**src/rtl/femto_bus_pkg.sv**
```systemverilog
// Shared definitions for the FemtoRV32 bus fabric: FSM encoding, read-return
// source, default slave address map and helper width functions.
package femto_bus_pkg;

  typedef enum logic [1:0] {
    ST_IDLE    = 2'd0,
    ST_RD_WAIT = 2'd1,
    ST_WR_WAIT = 2'd2
  } fsm_state_t;

  // Where mem_rdata comes from for the most recent read.
  typedef enum logic [1:0] {
    RSRC_SLAVE   = 2'd0,
    RSRC_TIMEOUT = 2'd1,
    RSRC_ZERO    = 2'd2
  } rd_src_t;

  localparam logic [15:0] MAP_FLASH  = 16'h0000;
  localparam logic [15:0] MAP_SPIRAM = 16'h0001;
  localparam logic [15:0] MAP_UART   = 16'h0040;

  // Slave 0 is lowest; slave i lives in bits [i*16 +: 16].
  localparam logic [63:0] DEFAULT_BASE_MAP = {MAP_SPIRAM, MAP_UART, MAP_FLASH, MAP_FLASH};

  localparam logic [31:0] DEAD_BEEF = 32'hDEAD_BEEF;

  function automatic int idx_width(input int n);
    return (n > 1) ? $clog2(n) : 1;
  endfunction

  // Watchdog counter width, clamped to 8..32 bits.
  function automatic int wdog_width(input int tc);
    int w;
    w = $clog2(tc + 1);
    if (w < 8) w = 8;
    if (w > 32) w = 32;
    return w;
  endfunction

endpackage

```
**src/rtl/femto_bus_decoder.sv**
```systemverilog
// Combinational address-to-channel priority decoder. The lowest matching map
// entry wins; no match returns DEFAULT_SLAVE with hit = 0.
module femto_bus_decoder
  import femto_bus_pkg::*;
#(
  parameter int                          NUM_SLAVES    = 4,
  parameter int                          SEL_W         = 16,
  parameter logic [NUM_SLAVES*SEL_W-1:0] BASE_MAP      = DEFAULT_BASE_MAP,
  parameter int                          DEFAULT_SLAVE = 0,
  parameter int                          IDX_W         = idx_width(NUM_SLAVES)
) (
  input  logic [SEL_W-1:0] sel,
  output logic [IDX_W-1:0] idx,
  output logic             hit
);

  logic [NUM_SLAVES-1:0] match;

  genvar gi;
  generate
    for (gi = 0; gi < NUM_SLAVES; gi++) begin : g_match
      assign match[gi] = (sel == BASE_MAP[gi*SEL_W +: SEL_W]);
    end
  endgenerate

  // Scan from the top down so the lowest matching index is the one kept.
  always_comb begin
    idx = IDX_W'(DEFAULT_SLAVE);
    hit = 1'b0;
    for (int i = NUM_SLAVES - 1; i >= 0; i--) begin
      if (match[i]) begin
        idx = IDX_W'(i);
        hit = 1'b1;
      end
    end
  end

endmodule

```
**src/rtl/femto_bus_fabric.sv**
```systemverilog
// Memory-mapped interconnect between the FemtoRV32 memory port and
// NUM_SLAVES slave channels. Tracks the owning slave per transaction,
// latches the read-return channel, runs a busy watchdog and keeps a sticky
// first-error capture register.
// Optional build macro: FEMTO_FABRIC_UNMAPPED_ERR_EN -- unmapped accesses are
// not forwarded, reads return zero, and the access is logged as an error.
// Without it, unmapped accesses go to DEFAULT_SLAVE and are not logged.
module femto_bus_fabric
  import femto_bus_pkg::*;
#(
  parameter int                                          NUM_SLAVES     = 4,
  parameter int                                          SEL_HI         = 31,
  parameter int                                          SEL_LO         = 16,
  parameter logic [NUM_SLAVES*(SEL_HI-SEL_LO+1)-1:0]     BASE_MAP       = DEFAULT_BASE_MAP,
  parameter int                                          DEFAULT_SLAVE  = 0,
  parameter int                                          TIMEOUT_CYCLES = 255,
  parameter logic [31:0]                                 TIMEOUT_DATA   = DEAD_BEEF
) (
  input  logic                     clk,
  input  logic                     rst_n,
  input  logic [31:0]              mem_addr,
  input  logic [31:0]              mem_wdata,
  input  logic [3:0]               mem_wmask,
  input  logic                     mem_rstrb,
  output logic [31:0]              mem_rdata,
  output logic                     mem_rbusy,
  output logic                     mem_wbusy,
  output logic [NUM_SLAVES-1:0]    s_rd,
  output logic [NUM_SLAVES-1:0]    s_wr,
  input  logic [NUM_SLAVES*32-1:0] s_rdata,
  input  logic [NUM_SLAVES-1:0]    s_rbusy,
  input  logic [NUM_SLAVES-1:0]    s_wbusy,
  input  logic                     err_clr,
  output logic                     err_valid,
  output logic [31:0]              err_addr,
  output logic                     err_timeout
);

  localparam int              SEL_W   = SEL_HI - SEL_LO + 1;
  localparam int              IDX_W   = idx_width(NUM_SLAVES);
  localparam int              CNT_W   = wdog_width(TIMEOUT_CYCLES);
  localparam bit              WDOG_EN = (TIMEOUT_CYCLES != 0);
  localparam logic [CNT_W-1:0] TO_VAL = CNT_W'(TIMEOUT_CYCLES);

  fsm_state_t       state_reg, state_next;
  logic [IDX_W-1:0] pend_idx_reg, pend_idx_next;
  logic [IDX_W-1:0] rd_idx_reg, rd_idx_next;
  rd_src_t          rd_src_reg, rd_src_next;
  logic [31:0]      pend_addr_reg, pend_addr_next;
  logic [CNT_W-1:0] cnt_reg, cnt_next;
  logic             err_valid_reg, err_timeout_reg;
  logic [31:0]      err_addr_reg;

  logic [IDX_W-1:0] dec_idx;
  logic             hit;
  logic             route_ok, unmapped_evt, unm_rd;
  logic             wr_req, waiting, to_hit;
  logic             rd_done, wr_done, free, start_rd, start_wr;
  logic [31:0]      rdata_arr [NUM_SLAVES];

  // Write data goes to the slaves straight from the CPU bus, not through here.
  logic [31:0] unused_wdata;
  assign unused_wdata = mem_wdata;

  femto_bus_decoder #(
    .NUM_SLAVES    (NUM_SLAVES),
    .SEL_W         (SEL_W),
    .BASE_MAP      (BASE_MAP),
    .DEFAULT_SLAVE (DEFAULT_SLAVE),
    .IDX_W         (IDX_W)
  ) u_decoder (
    .sel (mem_addr[SEL_HI:SEL_LO]),
    .idx (dec_idx),
    .hit (hit)
  );

  assign wr_req  = |mem_wmask;
  assign waiting = (state_reg != ST_IDLE);
  assign to_hit  = WDOG_EN && waiting && (cnt_reg == TO_VAL);
  assign rd_done = (state_reg == ST_RD_WAIT) && (!s_rbusy[pend_idx_reg] || to_hit);
  assign wr_done = (state_reg == ST_WR_WAIT) && (!s_wbusy[pend_idx_reg] || to_hit);
  assign free    = (state_reg == ST_IDLE) || rd_done || wr_done;

`ifdef FEMTO_FABRIC_UNMAPPED_ERR_EN
  assign route_ok     = hit;
  assign unm_rd       = free && mem_rstrb && !hit;
  assign unmapped_evt = free && (mem_rstrb || wr_req) && !hit;
`else
  logic unused_hit;
  assign unused_hit   = hit;
  assign route_ok     = 1'b1;
  assign unm_rd       = 1'b0;
  assign unmapped_evt = 1'b0;
`endif

  assign start_rd = free && mem_rstrb && route_ok;
  assign start_wr = free && wr_req && !mem_rstrb && route_ok && s_wbusy[dec_idx];

  genvar gi;
  generate
    for (gi = 0; gi < NUM_SLAVES; gi++) begin : g_chan
      assign s_rd[gi]      = mem_rstrb && route_ok && (dec_idx == IDX_W'(gi));
      assign s_wr[gi]      = wr_req && route_ok && (dec_idx == IDX_W'(gi));
      assign rdata_arr[gi] = s_rdata[gi*32 +: 32];
    end
  endgenerate

  // Only the owning slave's busy line is honoured; a watchdog hit forces it low.
  assign mem_rbusy = (state_reg == ST_RD_WAIT) && s_rbusy[pend_idx_reg] && !to_hit;

  // Write busy: combinational pass-through while idle, owner's line while waiting.
  always_comb begin
    mem_wbusy = 1'b0;
    case (state_reg)
      ST_IDLE:    mem_wbusy = wr_req && route_ok && s_wbusy[dec_idx];
      ST_WR_WAIT: mem_wbusy = s_wbusy[pend_idx_reg] && !to_hit;
      default:    mem_wbusy = 1'b0;
    endcase
  end

  // Read return: timeout data on the timing-out cycle and after, zero for
  // dropped unmapped reads, otherwise the latched read channel.
  always_comb begin
    mem_rdata = rdata_arr[rd_idx_reg];
    if ((state_reg == ST_RD_WAIT) && to_hit) begin
      mem_rdata = TIMEOUT_DATA;
    end else begin
      case (rd_src_reg)
        RSRC_TIMEOUT: mem_rdata = TIMEOUT_DATA;
        RSRC_ZERO:    mem_rdata = 32'h0000_0000;
        default:      mem_rdata = rdata_arr[rd_idx_reg];
      endcase
    end
  end

  // Next-state logic: completion returns to idle, a new start overrides it.
  always_comb begin
    state_next     = state_reg;
    pend_idx_next  = pend_idx_reg;
    pend_addr_next = pend_addr_reg;
    rd_idx_next    = rd_idx_reg;
    rd_src_next    = rd_src_reg;
    cnt_next       = waiting ? (cnt_reg + 1'b1) : '0;
    if (rd_done || wr_done) state_next = ST_IDLE;
    if (rd_done && to_hit) rd_src_next = RSRC_TIMEOUT;
    if (start_rd) begin
      state_next     = ST_RD_WAIT;
      pend_idx_next  = dec_idx;
      rd_idx_next    = dec_idx;
      pend_addr_next = mem_addr;
      rd_src_next    = RSRC_SLAVE;
      cnt_next       = '0;
    end else if (start_wr) begin
      state_next     = ST_WR_WAIT;
      pend_idx_next  = dec_idx;
      pend_addr_next = mem_addr;
      cnt_next       = '0;
    end else if (unm_rd) begin
      rd_src_next    = RSRC_ZERO;
    end
  end

  // Transaction state registers.
  always_ff @(posedge clk or negedge rst_n) begin
    if (!rst_n) begin
      state_reg     <= ST_IDLE;
      pend_idx_reg  <= IDX_W'(DEFAULT_SLAVE);
      rd_idx_reg    <= IDX_W'(DEFAULT_SLAVE);
      rd_src_reg    <= RSRC_SLAVE;
      pend_addr_reg <= 32'h0;
      cnt_reg       <= '0;
    end else begin
      state_reg     <= state_next;
      pend_idx_reg  <= pend_idx_next;
      rd_idx_reg    <= rd_idx_next;
      rd_src_reg    <= rd_src_next;
      pend_addr_reg <= pend_addr_next;
      cnt_reg       <= cnt_next;
    end
  end

  // Sticky first-error capture; clear wins over a simultaneous new error.
  always_ff @(posedge clk or negedge rst_n) begin
    if (!rst_n) begin
      err_valid_reg   <= 1'b0;
      err_addr_reg    <= 32'h0;
      err_timeout_reg <= 1'b0;
    end else if (err_clr) begin
      err_valid_reg   <= 1'b0;
      err_addr_reg    <= 32'h0;
      err_timeout_reg <= 1'b0;
    end else if (!err_valid_reg) begin
      if (to_hit) begin
        err_valid_reg   <= 1'b1;
        err_addr_reg    <= pend_addr_reg;
        err_timeout_reg <= 1'b1;
      end else if (unmapped_evt) begin
        err_valid_reg   <= 1'b1;
        err_addr_reg    <= mem_addr;
        err_timeout_reg <= 1'b0;
      end
    end
  end

  assign err_valid   = err_valid_reg;
  assign err_addr    = err_addr_reg;
  assign err_timeout = err_timeout_reg;

endmodule

```
**config.mk**
```make
export PLATFORM = sky130hd
export DESIGN_NAME = femto_bus_fabric
export DESIGN_NICKNAME = d
export VERILOG_FILES = /design/src/rtl/femto_bus_pkg.sv /design/src/rtl/femto_bus_decoder.sv /design/src/rtl/femto_bus_fabric.sv
export SDC_FILE = /design/constraint.sdc
export NUM_CORES = 1
export LEC_CHECK = 0
export CAP_MARGIN = 20
export CORE_AREA = 2 2 109 111
export CTS_BUF_LIST = sky130_fd_sc_hd__clkbuf_8
export DETAILED_ROUTE_END_ITERATION = 16
export DIE_AREA = 0 0 111 113
export GPL_TIMING_DRIVEN = 0
export PLACE_DENSITY = 0.89
export SLEW_MARGIN = 20
export SYNTH_ARGS = -nofsm -noshare
export SYNTH_HDL_FRONTEND = slang
export SYNTH_SLANG_ARGS = --single-unit
```
**constraint.sdc**
```tcl
create_clock -name clk -period 5.3 [get_ports clk]
set_clock_uncertainty 0.05 [all_clocks]
set_input_delay 1.325 -clock clk [delete_from_list [all_inputs] [get_ports clk]]
set_output_delay 1.325 -clock clk [all_outputs]
set_load 0.05 [all_outputs]
```
==> Yosys cells after proc, flatten, opt, wreduce, memory -nomap -nowiden <==
Cells that the tools add are included.
Widths: inputs -> output; s select.
{ "word_totals": {"register_bits": 82, "latchBits": 0, "mem_bits_rw": 0, "rom_bits": 0, "input_bits": 208, "out_inout_bits": 76, "elab_cells": 101, "n_memories": 0} }
{ "classes": {"n_addsub": 1, "mul": 0, "n_div": 0, "order_cmp": 3, "n_eq_ne": 11, "n_shift": 0, "mux": 36, "bitwise": 1, "n_reduce_logical": 40} }
{ "op_table": {"columns": ["operator", "n"], "rows": [
  ["$mux 32", 8],
  ["$bmux 32 s2", 1],
  ["$pmux 32 s2", 1],
  ["$mux 8", 3],
  ["$logic_and 1x1->1", 21],
  ["$mux 2", 10],
  ["$eq 16x1->1 const B", 1],
  ["$eq 16x7->1 const B", 1],
  ["$logic_not 16->1", 1],
  ["$mux 1", 9],
  ["$add 8x1->8 const B", 1],
  ["$eq 2x2->1 const B", 4],
  ["$eq 8x8->1 const B", 1],
  ["$reduce_bool 2->1", 4],
  ["$bmux 1 s2", 3],
  ["$eq 2x1->1 const B", 3],
  ["$lt 2x3->1 const B", 2],
  ["$logic_or 1x1->1", 5],
  ["$logic_not 1->1", 4],
  ["$logic_not 2->1", 2],
  ["$reduce_or 4->1", 1],
  ["$ge 3x3->1 const B", 1],
  ["$not 2->3", 1],
  ["$reduce_bool 3->1", 1],
  ["other kinds (3)", 3]
]} }

==> Logic depth before layout (Yosys ltp) <==
Gate-level depths: netlist (run 1).
{ "depth": {"depth_word": 12, "mapped_depth": 8, "ltp_nobuf": 6} }

==> Cells and area by module <==
Synthesis (run 1) repeated with hierarchy kept, for this count alone.
{ "unflattened": {"cells_unflattened": 313, "area_unflattened_um2": 4408.0} }
{ "modules_own_cells": {"columns": ["module", "instances", "cells_each", "area_each_um2", "seq_area_each_um2"], "rows": [
  ["femto_bus_fabric", 1, 303, 4331.7, 2026.9],
  ["femto_bus_decoder", 1, 10, 76.3, 0.0]
]} }

==> Least setup slack after synthesis (run 1) <==
OpenSTA, ideal clock, no wires.
{ "synth_timing": {"path_type": "input to output", "from": "input mem_addr[23]", "to": "output s_wr[2]", "arrival_ps": 3054, "t_required_ps": 3925, "path_slack_ps": 871, "cell_stages": 3, "n_path_buf": 0, "cell_sequence": "nor4_1 -> nand4_1 -> nor3_1"} }
{ "synth_via": {"elab_chain_cells": 6, "word_cells_on_any_way": 8, "cone_classes": "eq/ne: 3; mux: 3; reduce/logical: 2"} }
{ "synth_rtl": {"columns": ["item", "line", "source"], "rows": [
  ["from (decl)", "femto_bus_fabric.sv:21", "input logic [31:0] mem_addr,"],
  ["$eq 16x1->1", "femto_bus_decoder.sv:22", "assign match[gi] = (sel == BASE_MAP[gi*SEL_W +: SEL_W]);"],
  ["$mux 2 (2 in a row)", "femto_bus_decoder.sv:31", "if (match[i]) begin"],
  ["$mux 2 *", "femto_bus_decoder.sv:31", null],
  ["$eq 2x2->1 *", "femto_bus_fabric.sv:103", "assign s_wr[gi] = wr_req && route_ok && (dec_idx == IDX_W'(gi));"],
  ["$logic_and 1x1->1 *", "femto_bus_fabric.sv:103", null],
  ["to (decl)", "femto_bus_fabric.sv:29", "output logic [NUM_SLAVES-1:0] s_wr,"]
]} }
Every way passes the cells marked *; elsewhere a longest branch is shown, timed or not.

==> Worst setup path in the final report (run 1) <==
{ "layout_timing": {"from": "input mem_addr[31]", "to": "output mem_wbusy"} }
{ "layout_via": {"elab_chain_cells": 8, "word_cells_on_any_way": 10, "cone_classes": "eq/ne: 2; mux: 6; reduce/logical: 2"} }
{ "layout_rtl": {"columns": ["item", "line", "source"], "rows": [
  ["$eq 16x1->1", "femto_bus_decoder.sv:22", null],
  ["$mux 2 (2 in a row)", "femto_bus_decoder.sv:31", null],
  ["$mux 2 *", "femto_bus_decoder.sv:31", null],
  ["$bmux 1 s2 *", "femto_bus_fabric.sv:115", "ST_IDLE: mem_wbusy = wr_req && route_ok && s_wbusy[dec_idx];"],
  ["$mux 1 (not written as such) *", "femto_bus_fabric.sv:115", null],
  ["$logic_and 1x1->1 *", "femto_bus_fabric.sv:115", null],
  ["$pmux 1 s2 *", "femto_bus_fabric.sv:114", "case (state_reg)"],
  ["to (decl)", "femto_bus_fabric.sv:27", "output logic mem_wbusy,"]
]} }
Every way passes the cells marked *; elsewhere a longest branch is shown, timed or not. The select of a mux whose other input is x is not followed.

==> results of run 1 <==
==> cell type report <==
class,instances,area [sq um]
Buffer,29,140
Clock buffer,10,138
Clock inverter,6,72.6
Fill cell,834,3780
Inverter,3,11.3
Multi-Input combinational cell,279,2400
Sequential cell,81,2030
Tap cell,143,179
Timing Repair Buffer,251,2520
==> power by group <==
group / switching (W) / leakage, nW / internal [W] / total (W)
clock: 0.000233 / 0.109 / 0.000237 / 0.000471
combinational: 0.000354 / 1.95 / 0.000476 / 0.000830
sequential: 0.000105 / 1.05 / 0.000769 / 0.000874
total: 0.000693 / 3.11 / 0.00148 / 0.00217
==> cells in the final DEF, fill, tap and decap left out, types with 3 or more instances in the layout <==
cell type / netlist / layout
a21oi_1: 37 / 36
nor3_1: 6 / 6
and3b_1: 7 / 7
nor4_1: 4 / 3
clkdlybuf4s50_1: 0 / 243
buf_1: 4 / 4
buf_6: 3 / 3
mux2_1: 3 / 3
a211o_1: 3 / 3
nor2_1: 13 / 13
clkbuf_8: 0 / 10
buf_4: 2 / 5
dfrtp_1: 81 / 81
xnor2_1: 3 / 3
nand2b_1: 26 / 26
clkbuf_1: 19 / 19
mux2_4: 32 / 32
mux4_2: 34 / 34
and2_1: 9 / 9
dlymetal6s2s_1: 0 / 3
xor2_1: 3 / 3
nand2_1: 70 / 70
nand3_1: 4 / 4
inv_1: 3 / 3
==> worst max-delay path by stage <==
stage | startpoint | to | slack [ns] | depth (start not counted)
finish | mem_addr[31] | mem_wbusy | 0.28 | 7
global route | mem_addr[31] | mem_wbusy | 0.19 | 7
CTS | mem_addr[17] | s_wr[0] | 0.03 | 6
detailed placement | mem_addr[17] | mem_wbusy | -0.1 | 7
global placement | mem_addr[17] | mem_wbusy | 0.02 | 7
floorplan | mem_addr[23] | s_wr[2] | 0.87 | 3
==> what timing repair did <==
item / in CTS / in global routing
setup endpoints to repair: 1 / 7
pin swaps: 0 / 1
gates resized for setup: 1 / 5
setup buffers: 0 / 2
==> cells by family after synthesis <==
group | synth area share (%)
DFF | 44.4
buffers and inverters | 3.31
muxes | 28.0
adders and majority gates | 0.274
xor gates and xnor gates | 1.15
and+or+nand+nor | 16.1
AOI/OAI and AO/OA | 6.69
other | 0.0821
==> through the flow <==
stage	hold WS [ns]	area [sq um]	total power, W	cells
6_report	0.456	7490	0.00217	802
3_5_place_dp	0.436	7250	0.00171	784
2_1_floorplan	0.410	4570	0.00140	392
3_3_place_gp	0.425	7230	0.00168	783
4_1_cts	0.457	7460	0.00219	800
5_1_grt	0.474	7490	0.00228	802
==> routing by layer <==
metal | GRT usage (%) | wire length (um)
met3 | 6.11 | 1060
met2 | 38.9 | 7400
met1 | 28.2 | 5560
met4 | 8.50 | 513
met5 | 0 | 0
==> worst reg2reg max path: stages (launching register included) <==
cell and delay, ns:
dfrtp_1 0.40, ha_1 0.25, nand3_1 0.18, o211a_2 0.33
a211o_1 0.31, a211o_1 0.39, buf_2 0.23, mux2_4 0.31
==> results.json, run 1 <==
{
  "numCtsBuffers": 9,
  "drt_iter0_markers": 269,
  "grt_antenna_before_repair": 0,
  "finalSetupTns_ns": 0,
  "netlist_area_sq_um": 4570,
  "yosysMostFrequentCell": "dfrtp_1",
  "die_h_um": 113,
  "hp-class": "reg -> reg",
  "area_growth_pct": 64.0,
  "rsz0062_at_grt": "false",
  "htreeDepth": 3,
  "synth_top_area_share_pct": 44.4,
  "synth_common_cells": "dfrtp_1, nand2_1, a21oi_1",
  "ys_top_cells_by_area": "dfrtp_1, mux4_2, mux2_4, nand2_1, a21oi_1",
  "hold_viol_final": 0,
  "grtUsageTotal_pct": 22.9,
  "slew_violations": 0,
  "coreArea_sq_um": 11300,
  "ys_types": 41,
  "max-cap-violations": 0,
  "place.gp.congestion": 0.901,
  "synth_cells": 391,
  "setup_ws_ns": 0.284,
  "path_cells": "clkdlybuf4s50_1 > nor4_1 > and4_1 > a21oi_1 > nor3_1 > o21ba_1 > dlygate4sd2_1",
  "reg2reg_from": "cnt_reg[0]",
  "clock-sinks": 81,
  "dp_hpwl_um": 11700,
  "nets": 863,
  "synth.yosys.seq_area_share_pct": 44.4,
  "r2r_cells": 7,
  "setup_viol": 0,
  "critical_path_arrival_ns": 3.64,
  "path_buf_inv": 2,
  "cts_tree": "yes",
  "hold_buffers": 0,
  "synth_flop_cell": "dfrtp_1",
  "cp_top_family": "simple AND/OR/NAND/NOR gates",
  "dieArea_sq_um": 12500,
  "wirelength_um": 14500,
  "post-route-util_pct": 66.5,
  "dr_total_vias": 4188,
  "critPathMaxFanout": 3,
  "powerDensity_nw_per_um2": 290,
  "grt_pass1_vias": 4356,
  "grt_pass1_wl_um": 22900,
  "ctsRootBufferMaster": "clkbuf_8",
  "synth-seq-cells": 81,
  "grt_max_degree": 42,
  "critPathKind": "in -> out",
  "drc": 0,
  "status": "completed",
  "p_leak_nw": 3.11,
  "fin_crit_sh_pct": 94.6,
  "cts_max_path_buffers": 2,
  "synth_area_leader_cell": "dfrtp_1",
  "slowest_delay_ns": 0.54,
  "clk_latency_ns": 0.34,
  "port_buffers": 248,
  "fin_crit_ns": 5.02,
  "synth_edf_count": 0,
  "drive_gt1_share_pct": 14.4,
  "holdPathStages": 1,
  "rows": 39,
  "ys_async_sr_fraction_pct": 100,
  "critPathLaunchType": "input port",
  "post_drt_wl_per_cell_um": 18.1,
  "reg2reg_slack_ns": 2.75,
  "drt_pass1_iterations": 5,
  "start_util_pct": 40.5,
  "ant_nets": 0,
  "die_w_um": 111,
  "syn_avg_cell_area_sq_um": 11.7,
  "dpl_worst_slack_ns": -0.0998,
  "yosysWarnings": 0,
  "overflow": 0,
  "worst_slew_pin_slew_ns": 0.814,
  "relSlewSlack_pct": 45.8,
  "antenna_cells": 0,
  "rr_endpoint": "pend_idx_reg[0]",
  "crit_slowest_cell": "dlygate4sd2_1",
  "min_from": "cnt_reg[0]",
  "io_pins": 284,
  "min_delay_worst_endpoint": "cnt_reg[0]",
  "post_drt_via_cell_ratio": 5.22,
  "max_freq_ghz": 0.199,
  "worstPathRequired_ns": 3.92,
  "cts.clk_slew.worst_paths_ns": 0.08,
  "ir_drop_mv": 0.220,
  "endpoint_kind": "output port"
}
No activity file was read; power rests on OpenSTA's default activity.
==> run 2, diff against run 1 <==
Settings changed: CORE_AREA 2 2 109 111 to default, CORE_MARGIN from default to 2, CORE_UTILIZATION from default to 41, DIE_AREA 0 0 111 113 to default, PLACE_DENSITY 0.89 to 0.9.
==> results.json, run 2 (synthesized netlist as in run 1, its figures left out) <==
{
  "status": "completed",
  "hold_viol_final": 0,
  "grt_max_degree": 60,
  "grt_pass1_vias": 4456,
  "worst_slew_pin_slew_ns": 0.794,
  "start_util_pct": 42.1,
  "cts_max_path_buffers": 2,
  "critPathMaxFanout": 8,
  "endpoint_kind": "output port",
  "place.gp.congestion": 0.839,
  "finalSetupTns_ns": 0,
  "seq_area_sq_um": 2030,
  "numCtsBuffers": 9,
  "setup_viol": 0,
  "post_drt_via_cell_ratio": 5.25,
  "dieArea_sq_um": 12000,
  "worstPathRequired_ns": 3.92,
  "crit_slowest_cell": "clkdlybuf4s50_1",
  "fin_crit_sh_pct": 95.6,
  "drc": 0,
  "cts.clk_slew.worst_paths_ns": 0.08,
  "wirelength_um": 14800,
  "die_h_um": 110,
  "die_w_um": 110,
  "post-route-util_pct": 69.0,
  "cts_tree": "yes",
  "io_pins": 284,
  "final_cell_mix": "clkdlybuf4s50_1, dfrtp_1, nand2_1, a21oi_1, mux4_2",
  "coreArea_sq_um": 10800,
  "hp-class": "reg -> reg",
  "rows": 38,
  "port_buffers": 248,
  "cp_common_cell": "clkdlybuf4s50_1",
  "ant_nets": 0,
  "p_total_w": 0.00221,
  "grtUsageTotal_pct": 24.3,
  "critPathLaunchType": "input port",
  "powerDensity_nw_per_um2": 295,
  "overflow": 0,
  "path_cells": "clkdlybuf4s50_1 > nor4_1 > nand4_1 > buf_4 > a21oi_2 > nor2_1 > clkdlybuf4s50_1",
  "final_common_cell": "clkdlybuf4s50_1",
  "p_leak_nw": 3.05,
  "nets": 862,
  "critPathKind": "in -> out",
  "rsz0062_at_grt": "false",
  "instances_no_fill": 798,
  "multiInputGateArea_sq_um": 2400,
  "area_growth_pct": 63.8,
  "grt_pass1_wl_um": 22400,
  "max-cap-violations": 0,
  "slew_violations": 0,
  "max_freq_ghz": 0.197,
  "clock-sinks": 81,
  "n_fill_cell": 761,
  "critical_path_arrival_ns": 3.69,
  "drive_gt1_share_pct": 14.0,
  "ir_drop_mv": 0.194,
  "drt_pass1_iterations": 4,
  "post_drt_wl_per_cell_um": 18.6,
  "dr_total_vias": 4189,
  "drt_iter0_markers": 242,
  "dp_hpwl_um": 12000,
  "relSlewSlack_pct": 47.1,
  "htreeDepth": 3,
  "slowest_delay_ns": 0.72,
  "fin_crit_ns": 5.07,
  "placedCellCount": 781,
  "clk_latency_ns": 0.35,
  "grt_antenna_before_repair": 1,
  "ctsRootBufferMaster": "clkbuf_8"
}
run 2: metrics by stage:
stage / setup slack (ns) / cell area, sq um / hold WS, ns
finish: 0.234 / 7480 / 0.450
global route: 0.131 / 7480 / 0.476
CTS: 0.100 / 7470 / 0.445
detailed placement: -0.0556 / 7250 / 0.435
global placement: 0.0423 / 7230 / 0.425
floorplan: 0.871 / 4570 / 0.410
run 2: repair_timing:
action	4_1_cts	5_1_grt
hold buffers	0	0
setup buffers	0	1
resized for setup	2	0
pin swaps	0	1
hold endpoints to repair	0	0
setup endpoints to repair	3	3
run 2: per-layer routing:
metal | track usage [%] | vias to the layer above | share of wire (%) | wire, um
li1 | - | 1925 | - | -
met5 | 0 | - | 0 | 0
met3 | 7.17 | 35 | 8.1 | 1200
met4 | 8.41 | 0 | 2.5 | 369
met1 | 26.9 | 2041 | 37 | 5450
met2 | 44.3 | 188 | 53 | 7830
run 2: worst paths after layout:
path | from | to | slack [ns] | depth (start not counted)
min in group asynchronous | rst_n | err_addr[2] | 0.81 | 1
hold / removal | cnt_reg[0] | cnt_reg[0] | 0.45 | 1
setup reg to reg | pend_idx_reg[0] | pend_idx_reg[0] | 2.74 | 6
hold reg to reg | cnt_reg[0] | cnt_reg[0] | 0.45 | 1
max in group asynchronous | rst_n | rd_idx_reg[1] | 3.81 | 2
setup / recovery | mem_addr[17] | s_rd[0] | 0.23 | 7
run 2: area by class of cell:
class	instances	area share (%)
Timing Repair Buffer	250	33.6
Inverter	3	0.151
Tap cell	140	2.34
Clock buffer	9	1.66
Clock inverter	6	1.20
Sequential cell	81	27.1
Antenna cell	1	0.0335
Buffer	29	1.87
Multi-Input combinational cell	279	32.0
run 2: critical path, delay by kind of cell:
kind	cells	cell delay, ns
AOI/OAI and AO/OA	1	0.24
and+or+nand+nor	3	0.77
buffers and inverters	3	1.35
run 2: power breakdown:
group	internal, W	switching (W)
clock	0.000265	0.000226
combinational	0.000477	0.000361
sequential	0.000769	0.000108
==> run 3, diff against run 2 <==
--- a/config.mk
+++ b/config.mk
@@ -11,2 +11,3 @@
 export CTS_BUF_LIST = sky130_fd_sc_hd__clkbuf_8
+export CTS_CLUSTER_SIZE = 10
 export DETAILED_ROUTE_END_ITERATION = 16
--- a/constraint.sdc
+++ b/constraint.sdc
@@ -4,2 +4,2 @@
 set_output_delay 1.325 -clock clk [all_outputs]
-set_load 0.05 [all_outputs]
+set_load 0.1 [all_outputs]
==> results.json, run 3 (synthesized netlist as in run 1, its figures left out) <==
{
  "grt_pass1_wl_um": 22400,
  "clock-sinks": 81,
  "worst_slew_pin_slew_ns": 1.06,
  "powerDensity_nw_per_um2": 316,
  "drt_iter0_markers": 184,
  "numCtsBuffers": 9,
  "port_buffers": 248,
  "worstPathRequired_ns": 3.92,
  "ctsRootBufferMaster": "clkbuf_8",
  "placed_area_sq_um": 7250,
  "switching_share_pct": 35.9,
  "dp_hpwl_um": 12000,
  "slew_violations": 0,
  "path_buf_inv": 2,
  "drive_gt1_share_pct": 14.2,
  "grt_antenna_before_repair": 1,
  "cp_top_family": "buffers and inverters",
  "fin_crit_sh_pct": 98.1,
  "cts_setup_buffers": 0,
  "placedCellCount": 781,
  "instances_no_fill": 797,
  "path_cells": "clkdlybuf4s50_1 > nor4_1 > nand4_1 > nor3_1 > clkdlybuf4s15_1",
  "rows": 38,
  "clkPwrFrac_pct": 20.9,
  "start_util_pct": 42.1,
  "fin_crit_ns": 5.20,
  "post_drt_via_cell_ratio": 5.28,
  "relSlewSlack_pct": 28.8,
  "critical_path_arrival_ns": 3.82,
  "setup_viol": 0,
  "final_cell_mix": "clkdlybuf4s50_1, dfrtp_1, nand2_1, a21oi_1, mux4_2",
  "max-cap-violations": 0,
  "max_freq_ghz": 0.192,
  "grt_max_degree": 60,
  "p_switching_w": 0.000846,
  "hp-class": "reg -> reg",
  "area_growth_pct": 63.3,
  "post_drt_wl_per_cell_um": 18.6,
  "coreArea_sq_um": 10800,
  "final_area_sq_um": 7460,
  "drt_pass1_iterations": 5,
  "die_w_um": 110,
  "dieArea_sq_um": 12000,
  "p_comb_share_pct": 41.9,
  "htreeDepth": 3,
  "cts.clk_slew.worst_paths_ns": 0.08,
  "critPathLaunchType": "input port",
  "cts_max_path_buffers": 2,
  "final_common_cell": "clkdlybuf4s50_1",
  "nets": 861,
  "wirelength_um": 14900,
  "p_int_w": 0.00151,
  "drc": 0,
  "ir_drop_mv": 0.194,
  "hold_buffers": 0,
  "clk_latency_ns": 0.35,
  "grt_pass1_vias": 4449,
  "crit_slowest_cell": "clkdlybuf4s15_1",
  "hold_viol_final": 0,
  "io_pins": 284,
  "place.gp.congestion": 0.839,
  "critPathKind": "in -> out",
  "ant_nets": 0,
  "status": "completed",
  "grtUsageTotal_pct": 24.3,
  "critPathMaxFanout": 8,
  "dr_total_vias": 4211,
  "slowest_delay_ns": 0.86,
  "p_leak_nw": 3.05,
  "die_h_um": 110,
  "cts_tree": "yes",
  "seq_power_share_pct": 37.3,
  "overflow": 0,
  "endpoint_kind": "output port"
}
==> run 3: repair_timing <==
item	in CTS	in global routing
pin swaps	0	0
gates resized for setup	7	7
setup endpoints to repair	7	4
==> run 3: worst paths after layout <==
check,slack [ns],from,endpoint,cells past startpoint
worst min register to register,0.45,cnt_reg[0],cnt_reg[0],1
max in group asynchronous,3.80,rst_n,rd_idx_reg[1],2
worst min-delay path,0.45,cnt_reg[0],cnt_reg[0],1
worst max-delay path,0.10,mem_addr[29],s_rd[3],5
worst max register to register,2.75,pend_idx_reg[0],pend_idx_reg[0],6
min in group asynchronous,0.81,rst_n,err_addr[2],1
==> run 3: through the flow <==
step,util (%),TNS [ns],hold WS [ns],worst slack [ns],power [W]
after detailed placement,66.9,-1.47,0.435,-0.323,0.00187
after floorplan,-,-0.436,0.410,-0.113,0.00155
after global routing,68.8,-0.0171,0.476,-0.0130,0.00245
final,68.8,0,0.450,0.101,0.00236
after global placement,66.7,-0.851,0.425,-0.225,0.00183
after CTS,68.8,0,0.445,0.0323,0.00236
==> run 3: metal layers <==
metal | vias up | global-route usage [%] | wire length (um)
li1 | 1922 | - | -
met1 | 2045 | 26.9 | 5390
met2 | 208 | 44.1 | 7840
met3 | 36 | 7.23 | 1230
met4 | 0 | 8.41 | 388
met5 | - | 0 | 0
==> run 3: power by group through the flow <==
stage,clock (W),sequential (W),combinational [W]
2_1_floorplan,0,0.000848,0.000706
3_3_place_gp,0,0.000870,0.000958
3_5_place_dp,0,0.000881,0.000991
4_1_cts,0.000497,0.000873,0.000992
5_1_grt,0.000522,0.000892,0.00104
6_report,0.000491,0.000878,0.000986
==> run 3: cell type report <==
cell class | instances | area (sq um)
Fill cell | 767 | 3380
Timing Repair Buffer | 249 | 2490
Multi-Input combinational cell | 279 | 2400
Sequential cell | 81 | 2030
Tap cell | 140 | 175
Buffer | 29 | 140
Clock buffer | 9 | 124
Clock inverter | 6 | 90.1
Inverter | 3 | 11.3
Antenna cell | 1 | 2.50
